==> config.mk <==
export PLATFORM = sky130hd
export DESIGN_NAME = uart_baud_gen
export DESIGN_NICKNAME = d
export VERILOG_FILES = /design/src/rtl/uart_pkg.sv /design/src/rtl/uart_baud_chan.sv /design/src/rtl/uart_baud_gen.sv
export SDC_FILE = /design/constraint.sdc
export NUM_CORES = 1
export LEC_CHECK = 0
export CAP_MARGIN = 20
export CORE_MARGIN = 3
export CORE_UTILIZATION = 50
export CTS_BUF_LIST = sky130_fd_sc_hd__clkbuf_2 sky130_fd_sc_hd__clkbuf_4 sky130_fd_sc_hd__clkbuf_8
export CTS_CLUSTER_DIAMETER = 60
export DETAILED_ROUTE_END_ITERATION = 16
export GPL_ROUTABILITY_DRIVEN = 1
export PLACE_DENSITY = 0.73
export SYNTH_ARGS = -nofsm -noshare
export SYNTH_HDL_FRONTEND = slang
export SYNTH_SLANG_ARGS = --single-unit
==> constraint.sdc <==
create_clock -name clk -period 5.12 [get_ports clk]
set_clock_uncertainty 0.2 [all_clocks]
set_input_delay 1.024 -clock clk [delete_from_list [all_inputs] [get_ports clk]]
set_output_delay 1.024 -clock clk [all_outputs]
set_load 0.01 [all_outputs]
==> src/rtl/uart_pkg.sv <==
// rtl/uart_pkg.sv - shared channel state type and constants for the UART baud generator
package uart_pkg;

  typedef enum logic {
    ST_IDLE = 1'b0,
    ST_RUN  = 1'b1
  } chan_state_e;

  localparam int UART_MIN_DIV    = 2;
  localparam int UART_FRAME_BITS = 10;
  localparam int UART_IDX_W      = 4;

endpackage

==> src/rtl/uart_baud_chan.sv <==
// rtl/uart_baud_chan.sv - one bit-timing channel: FSM, bit counter, strobes (fraction under UART_BAUD_FRAC_EN)
module uart_baud_chan
  import uart_pkg::*;
#(
  parameter int DIV_W      = 16,
  parameter int FRAC_W     = 4,
  parameter int FRAME_BITS = UART_FRAME_BITS
) (
  input  logic                  clk,
  input  logic                  rst_n,
  input  logic [DIV_W-1:0]      div_i,
  input  logic [FRAC_W-1:0]     frac_i,
  input  logic                  start_i,
  input  logic                  abort_i,
  output logic                  busy_o,
  output logic                  sample_o,
  output logic                  tick_o,
  output logic [UART_IDX_W-1:0] bit_idx_o,
  output logic                  done_o
);

  localparam logic [DIV_W:0]      CNT_ONE  = (DIV_W+1)'(1);
  localparam logic [UART_IDX_W-1:0] IDX_ONE  = UART_IDX_W'(1);
  localparam logic [UART_IDX_W-1:0] IDX_LAST = UART_IDX_W'(FRAME_BITS - 1);

  chan_state_e           state_q, state_d;
  logic [DIV_W:0]        cnt_q, cnt_d;
  logic [DIV_W:0]        per_q, per_d;
  logic [UART_IDX_W-1:0] idx_q, idx_d;
  logic                  sample_q, sample_d;
  logic                  tick_q, tick_d;
  logic                  done_q, done_d;
  logic [DIV_W:0]        per_next;
  logic                  bit_end;
  logic                  last_bit;

  assign bit_end  = (state_q == ST_RUN) && (cnt_q == (per_q - CNT_ONE));
  assign last_bit = (idx_q == IDX_LAST);

`ifdef UART_BAUD_FRAC_EN
  logic [FRAC_W-1:0] acc_q, acc_d;
  logic [FRAC_W:0]   acc_sum;

  // The accumulator carry stretches the next bit by one cycle
  assign acc_sum  = {1'b0, acc_q} + {1'b0, frac_i};
  assign per_next = {1'b0, div_i} + {{DIV_W{1'b0}}, acc_sum[FRAC_W]};
`else
  logic unused_frac;

  assign unused_frac = ^frac_i;
  assign per_next    = {1'b0, div_i};
`endif

  // State register
  always_ff @(posedge clk or negedge rst_n) begin
    if (!rst_n) begin
      state_q <= ST_IDLE;
    end else begin
      state_q <= state_d;
    end
  end

  // Next state: start always (re)enters RUN; abort or the final tick returns to IDLE
  always_comb begin
    state_d = state_q;
    case (state_q)
      ST_IDLE: begin
        if (start_i) state_d = ST_RUN;
      end
      ST_RUN: begin
        if (start_i)                    state_d = ST_RUN;
        else if (abort_i)               state_d = ST_IDLE;
        else if (bit_end && last_bit)   state_d = ST_IDLE;
      end
      default: state_d = ST_IDLE;
    endcase
  end

  // Counters and strobe compares; the period only changes at a bit boundary or a start
  always_comb begin
    cnt_d    = cnt_q;
    per_d    = per_q;
    idx_d    = idx_q;
    sample_d = 1'b0;
    tick_d   = 1'b0;
    done_d   = 1'b0;
`ifdef UART_BAUD_FRAC_EN
    acc_d    = acc_q;
`endif
    if (start_i) begin
      cnt_d = '0;
      idx_d = '0;
      per_d = {1'b0, div_i};
`ifdef UART_BAUD_FRAC_EN
      acc_d = '0;
`endif
    end else if (state_q == ST_RUN) begin
      if (abort_i) begin
        cnt_d = '0;
        idx_d = '0;
      end else begin
        sample_d = (cnt_q == (per_q >> 1));
        tick_d   = bit_end;
        done_d   = bit_end && last_bit;
        if (bit_end) begin
          cnt_d = '0;
          idx_d = last_bit ? '0 : idx_q + IDX_ONE;
          per_d = per_next;
`ifdef UART_BAUD_FRAC_EN
          acc_d = acc_sum[FRAC_W-1:0];
`endif
        end else begin
          cnt_d = cnt_q + CNT_ONE;
        end
      end
    end
  end

  // Datapath and registered strobes
  always_ff @(posedge clk or negedge rst_n) begin
    if (!rst_n) begin
      cnt_q    <= '0;
      per_q    <= (DIV_W+1)'(UART_MIN_DIV);
      idx_q    <= '0;
      sample_q <= 1'b0;
      tick_q   <= 1'b0;
      done_q   <= 1'b0;
`ifdef UART_BAUD_FRAC_EN
      acc_q    <= '0;
`endif
    end else begin
      cnt_q    <= cnt_d;
      per_q    <= per_d;
      idx_q    <= idx_d;
      sample_q <= sample_d;
      tick_q   <= tick_d;
      done_q   <= done_d;
`ifdef UART_BAUD_FRAC_EN
      acc_q    <= acc_d;
`endif
    end
  end

  // The FSM leaves RUN on the edge that launches the final tick, so done keeps busy
  // high through that tick's cycle
  assign busy_o    = (state_q == ST_RUN) || done_q;
  assign sample_o  = sample_q;
  assign tick_o    = tick_q;
  assign done_o    = done_q;
  assign bit_idx_o = idx_q;

endmodule

==> src/rtl/uart_baud_gen.sv <==
// rtl/uart_baud_gen.sv - multi-channel UART bit-timing generator with shared divisor shadow (fraction under UART_BAUD_FRAC_EN)
module uart_baud_gen
  import uart_pkg::*;
#(
  parameter int NCH        = 2,
  parameter int DIV_W      = 16,
  parameter int FRAC_W     = 4,
  parameter int FRAME_BITS = UART_FRAME_BITS
) (
  input  logic                      clk,
  input  logic                      rst_n,
  input  logic [DIV_W-1:0]          div_int,
  input  logic [FRAC_W-1:0]         div_frac,
  input  logic                      div_load,
  input  logic [NCH-1:0]            start,
  input  logic [NCH-1:0]            abort,
  output logic [NCH-1:0]            busy,
  output logic [NCH-1:0]            sample,
  output logic [NCH-1:0]            tick,
  output logic [NCH*UART_IDX_W-1:0] bit_idx,
  output logic [NCH-1:0]            done
);

  localparam logic [DIV_W-1:0] MIN_DIV = DIV_W'(UART_MIN_DIV);

  logic [DIV_W-1:0]  div_sh_q, div_sh_d;
  logic [FRAC_W-1:0] frac_sh;

  // Divisors below two cannot fit a mid-bit and an end-of-bit compare, so clamp at load
  always_comb begin
    div_sh_d = div_sh_q;
    if (div_load) div_sh_d = (div_int < MIN_DIV) ? MIN_DIV : div_int;
  end

  // Integer divisor shadow shared by all channels
  always_ff @(posedge clk or negedge rst_n) begin
    if (!rst_n) begin
      div_sh_q <= MIN_DIV;
    end else begin
      div_sh_q <= div_sh_d;
    end
  end

`ifdef UART_BAUD_FRAC_EN
  logic [FRAC_W-1:0] frac_sh_q;

  // Fractional divisor shadow, loaded together with the integer part
  always_ff @(posedge clk or negedge rst_n) begin
    if (!rst_n) begin
      frac_sh_q <= '0;
    end else if (div_load) begin
      frac_sh_q <= div_frac;
    end
  end

  assign frac_sh = frac_sh_q;
`else
  assign frac_sh = div_frac;
`endif

  for (genvar i = 0; i < NCH; i++) begin : g_chan
    uart_baud_chan #(
      .DIV_W      (DIV_W),
      .FRAC_W     (FRAC_W),
      .FRAME_BITS (FRAME_BITS)
    ) u_chan (
      .clk       (clk),
      .rst_n     (rst_n),
      .div_i     (div_sh_q),
      .frac_i    (frac_sh),
      .start_i   (start[i]),
      .abort_i   (abort[i]),
      .busy_o    (busy[i]),
      .sample_o  (sample[i]),
      .tick_o    (tick[i]),
      .bit_idx_o (bit_idx[i*UART_IDX_W +: UART_IDX_W]),
      .done_o    (done[i])
    );
  end

endmodule

==> flow_summary.yaml <==
clocking:
  cts_made_buffers: 9
  postCtsSetupBuffers: 0
  insertion_delay_ns: 0.39
  cts.sinks: 98
  clockBufferDepth: 2
  cts_hold_buf: 0
  cts_tree: "built"
  h-tree-depth: 3
  cts-root-buf: "clkbuf_8"
  cts_resized: 0
  clk_pin_slew_ns: 0.11
critical_path:
  required_ns: 5.15
  crit_chain: "inv_1 -> ha_1 -> nor2b_1 -> xnor2_1 -> o41a_1 -> a211oi_1 -> o2111ai_1 -> nor2_1 -> buf_4 -> nor4_1"
  r2r_slack_ns: 1.10
  crit_path_start: "g_chan[1].u_chan.per_q[0]"
  r2r_end: "g_chan[1].u_chan.cnt_q[3]"
  cp.arrival_ns: 4.05
  crit_slowest_cell: "nor2_1"
  critPathKind: "register to register"
  critPathLaunchType: "register"
  rr_startpoint: "g_chan[1].u_chan.per_q[0]"
  worst_path_largest_cell_delay_ns: 0.58
  setup.worst_path.end_class: "register"
  worst_r2r_path_depth: 10
  crit_fanout: 11
yosys:
  yosys.area_share.simple: 0.2363
  ys_ff_latch: 98
  synth-edff-count: 0
  synth_compound_area_frac: 0.09903
  synth_area_leaders: "dfrtp_1 37%, xor2_1 6.7%, mux2_2 5.8%"
  synth.yosys.seq_area_share: 0.3812
  synthCells: 676
  synthAdderAreaFrac: 0.01553
  synth_top_family_by_area: "simple AND/OR/NAND/NOR gates"
  yosysTopAreaCellShare: 0.3689
  synthMuxAreaShare: 0.09379
  syn_nets: 711
  synth_area_sq_um: 6444
  synth_top_cell_by_area: "dfrtp_1"
  synth.distinct_cells: 74
  async_flop_share: 1.000
  synth-xor-area-share: 0.1183
  yosysWarningCount: 0
  syn_avg_cell_area_sq_um: 9.532
  synth-main-ff-cell: "dfrtp_1"
sta:
  worst_slack_ns: 1.096
  worstMarginPinSlew_ns: 1.041
  period_minus_slack_ns: 4.024
  final.setup.tns_ns: 0
  relSlewSlack: 0.3033
  hold_viol: 0
  max_freq_mhz: 248.5
  setup_viol: 0
  finalMaxSlewViolations: 0
  rsz0062_at_grt: "no"
  min_period_over_period: 0.7859
finish:
  layout_commonest_cell: "dfrtp_1"
  antenna-diode-count: 0
  final_nets: 707
  final_util: 0.5688
  area_delta_synth_final_pct: 8.680
  layout-drive-gt1-share: 0.1344
  final_cell_mix: "95 x dfrtp_1, 50 x nor2_1, 49 x xor2_1, 48 x nand2_1, 38 x xnor2_1"
pwr:
  peakVddDrop_v: 0.0001489
  power_density_nw_per_um2: 263.8
  leakage_nw: 2.816
floorplanning:
  die-area_sq_um: 14290
  fp.dieH_um: 119.5
  num_rows: 40
  io_pins: 43
  dieWidth_um: 119.5
  start_util: 0.5234
  coreArea_sq_um: 12310
hold_path:
  hold-path-endpoint: "g_chan[1].u_chan.per_q[12]"
  hp-class: "register to register"
  min_from: "div_sh_q[12]"
  hold_depth: 1
placement:
  pre_cts_ws_ns: 1.143
  portBuffers: 38
  dp_hpwl_mm: 11.47
  place_congestion: 0.8957
grt:
  grt_pass1_wl_mm: 25.32
  gr-total-overflow: 0
  grt_util_all_layers: 0.2194
  grt_pass1_vias: 4819
  antenna_found_initial: 0
  grt_max_degree: 65
routing:
  avgRoutedWirePerCell_um: 18.06
  totalWireLength_mm: 15.26
  first_iter_violations: 438
  vias: 5103
  drc: 0
  ant_nets: 0
  vias_per_cell: 6.039
  firstDrtPassIters: 5
outcome:
  status: "complete, no violations"
flow_run:
  maxCapViolCount: 0
-- worst max-delay path: cells and delay by family (launching register included) --
kind	cells	cell delay [ns]
flops	1	0.47
simple gates	3	1.13
fa+ha+maj	1	0.32
buf+inv	2	0.40
compound gates	3	1.19
xor+xnor	1	0.14
-- synthesized netlist by cell type, drive strengths merged (4+ instances only) --
cell and instances:
nor2b 5, nand4b 4, nand3b 5, a21oi 8, nor4 19, and3 10, ha 8, o21ai 17
o41ai 5, buf 20, xnor2 38, dfrtp 95, nand2 48, or2 10, a31oi 5, inv 14
nor2 50, clkbuf 42, or3 6, xor2 49, nor4b 5, nand3 22, or4 8, nand4 25
nor3 32, nor3b 6, mux2i 6, nand2b 6, mux2 45, a211oi 7
-- cells by family (layout without fill, tap and decap cells) --
family	count (synthesis)	in the layout
AO/OA/AOI/OAI	82	82
XOR/XNOR	87	87
adder cells (fa/ha/maj)	8	8
buffers and inverters	76	77
flip-flops	98	98
multiplexers	51	51
AND/OR/NAND/NOR	274	274
-- final cells by class --
| cell class | instances | area (sq um) |
|---|---|---|
| well taps | 168 | 210.2 |
| clock inverters | 7 | 90.09 |
| repair buffers | 47 | 442.9 |
| inverters | 14 | 52.55 |
| multi-input cells | 502 | 3627 |
| fillers | 1083 | 5309 |
| clock buffers | 9 | 123.9 |
| flip-flops and latches | 98 | 2456 |
-- per-stage QoR --
| step | hold WS (ns) | area, sq um | instances | total power, mW |
|---|---|---|---|---|
| 6_report | 0.3417 | 7003 | 845 | 1.847 |
| 5_1_grt | 0.3687 | 7003 | 845 | 1.935 |
| 3_5_place_dp | 0.3245 | 6784 | 828 | 1.303 |
| 3_3_place_gp | 0.3056 | 6784 | 828 | 1.287 |
| 4_1_cts | 0.3421 | 6998 | 844 | 1.854 |
| 2_1_floorplan | 0.2771 | 6444 | 676 | 1.192 |
-- worst max path at each step --
stage                            endpoint  slack, ns  depth (start not counted)
2_1_floorplan  g_chan[1].u_chan.per_q[10]       1.33                         13
3_3_place_gp    g_chan[1].u_chan.cnt_q[5]       1.22                         10
3_5_place_dp    g_chan[1].u_chan.cnt_q[3]       1.14                         10
4_1_cts         g_chan[1].u_chan.cnt_q[3]       1.13                         10
5_1_grt         g_chan[1].u_chan.cnt_q[3]       0.77                         10
6_report        g_chan[1].u_chan.cnt_q[3]       1.10                         10
-- layer usage --
| metal | vias to the layer above | global-route usage | wire (um) |
|---|---|---|---|
| met1 | 2522 | 0.3117 | 7133 |
| li1 | 2419 | - | - |
| met5 | - | 0 | 0 |
| met3 | 20 | 0.03911 | 817 |
| met2 | 142 | 0.3429 | 7034 |
| met4 | 0 | 0.06943 | 272 |
-- flip-flops by register name, indices dropped and copies added, names as in the netlist --
name / count
g_chan.u_chan.state_q: 2
g_chan.u_chan.per_q: 32
g_chan.u_chan.sample_o: 2
g_chan.u_chan.cnt_q: 34
g_chan.u_chan.done_o: 2
div_sh_q: 16
g_chan.u_chan.bit_idx_o: 8
g_chan.u_chan.tick_o: 2
-- where the power goes --
group / internal [mW] / total [mW] / switching, mW
logic: 0.171 / 0.353 / 0.182
registers: 0.828 / 0.940 / 0.112
clock network: 0.241 / 0.554 / 0.314
Note: power is estimated with default switching activity, not from simulation.
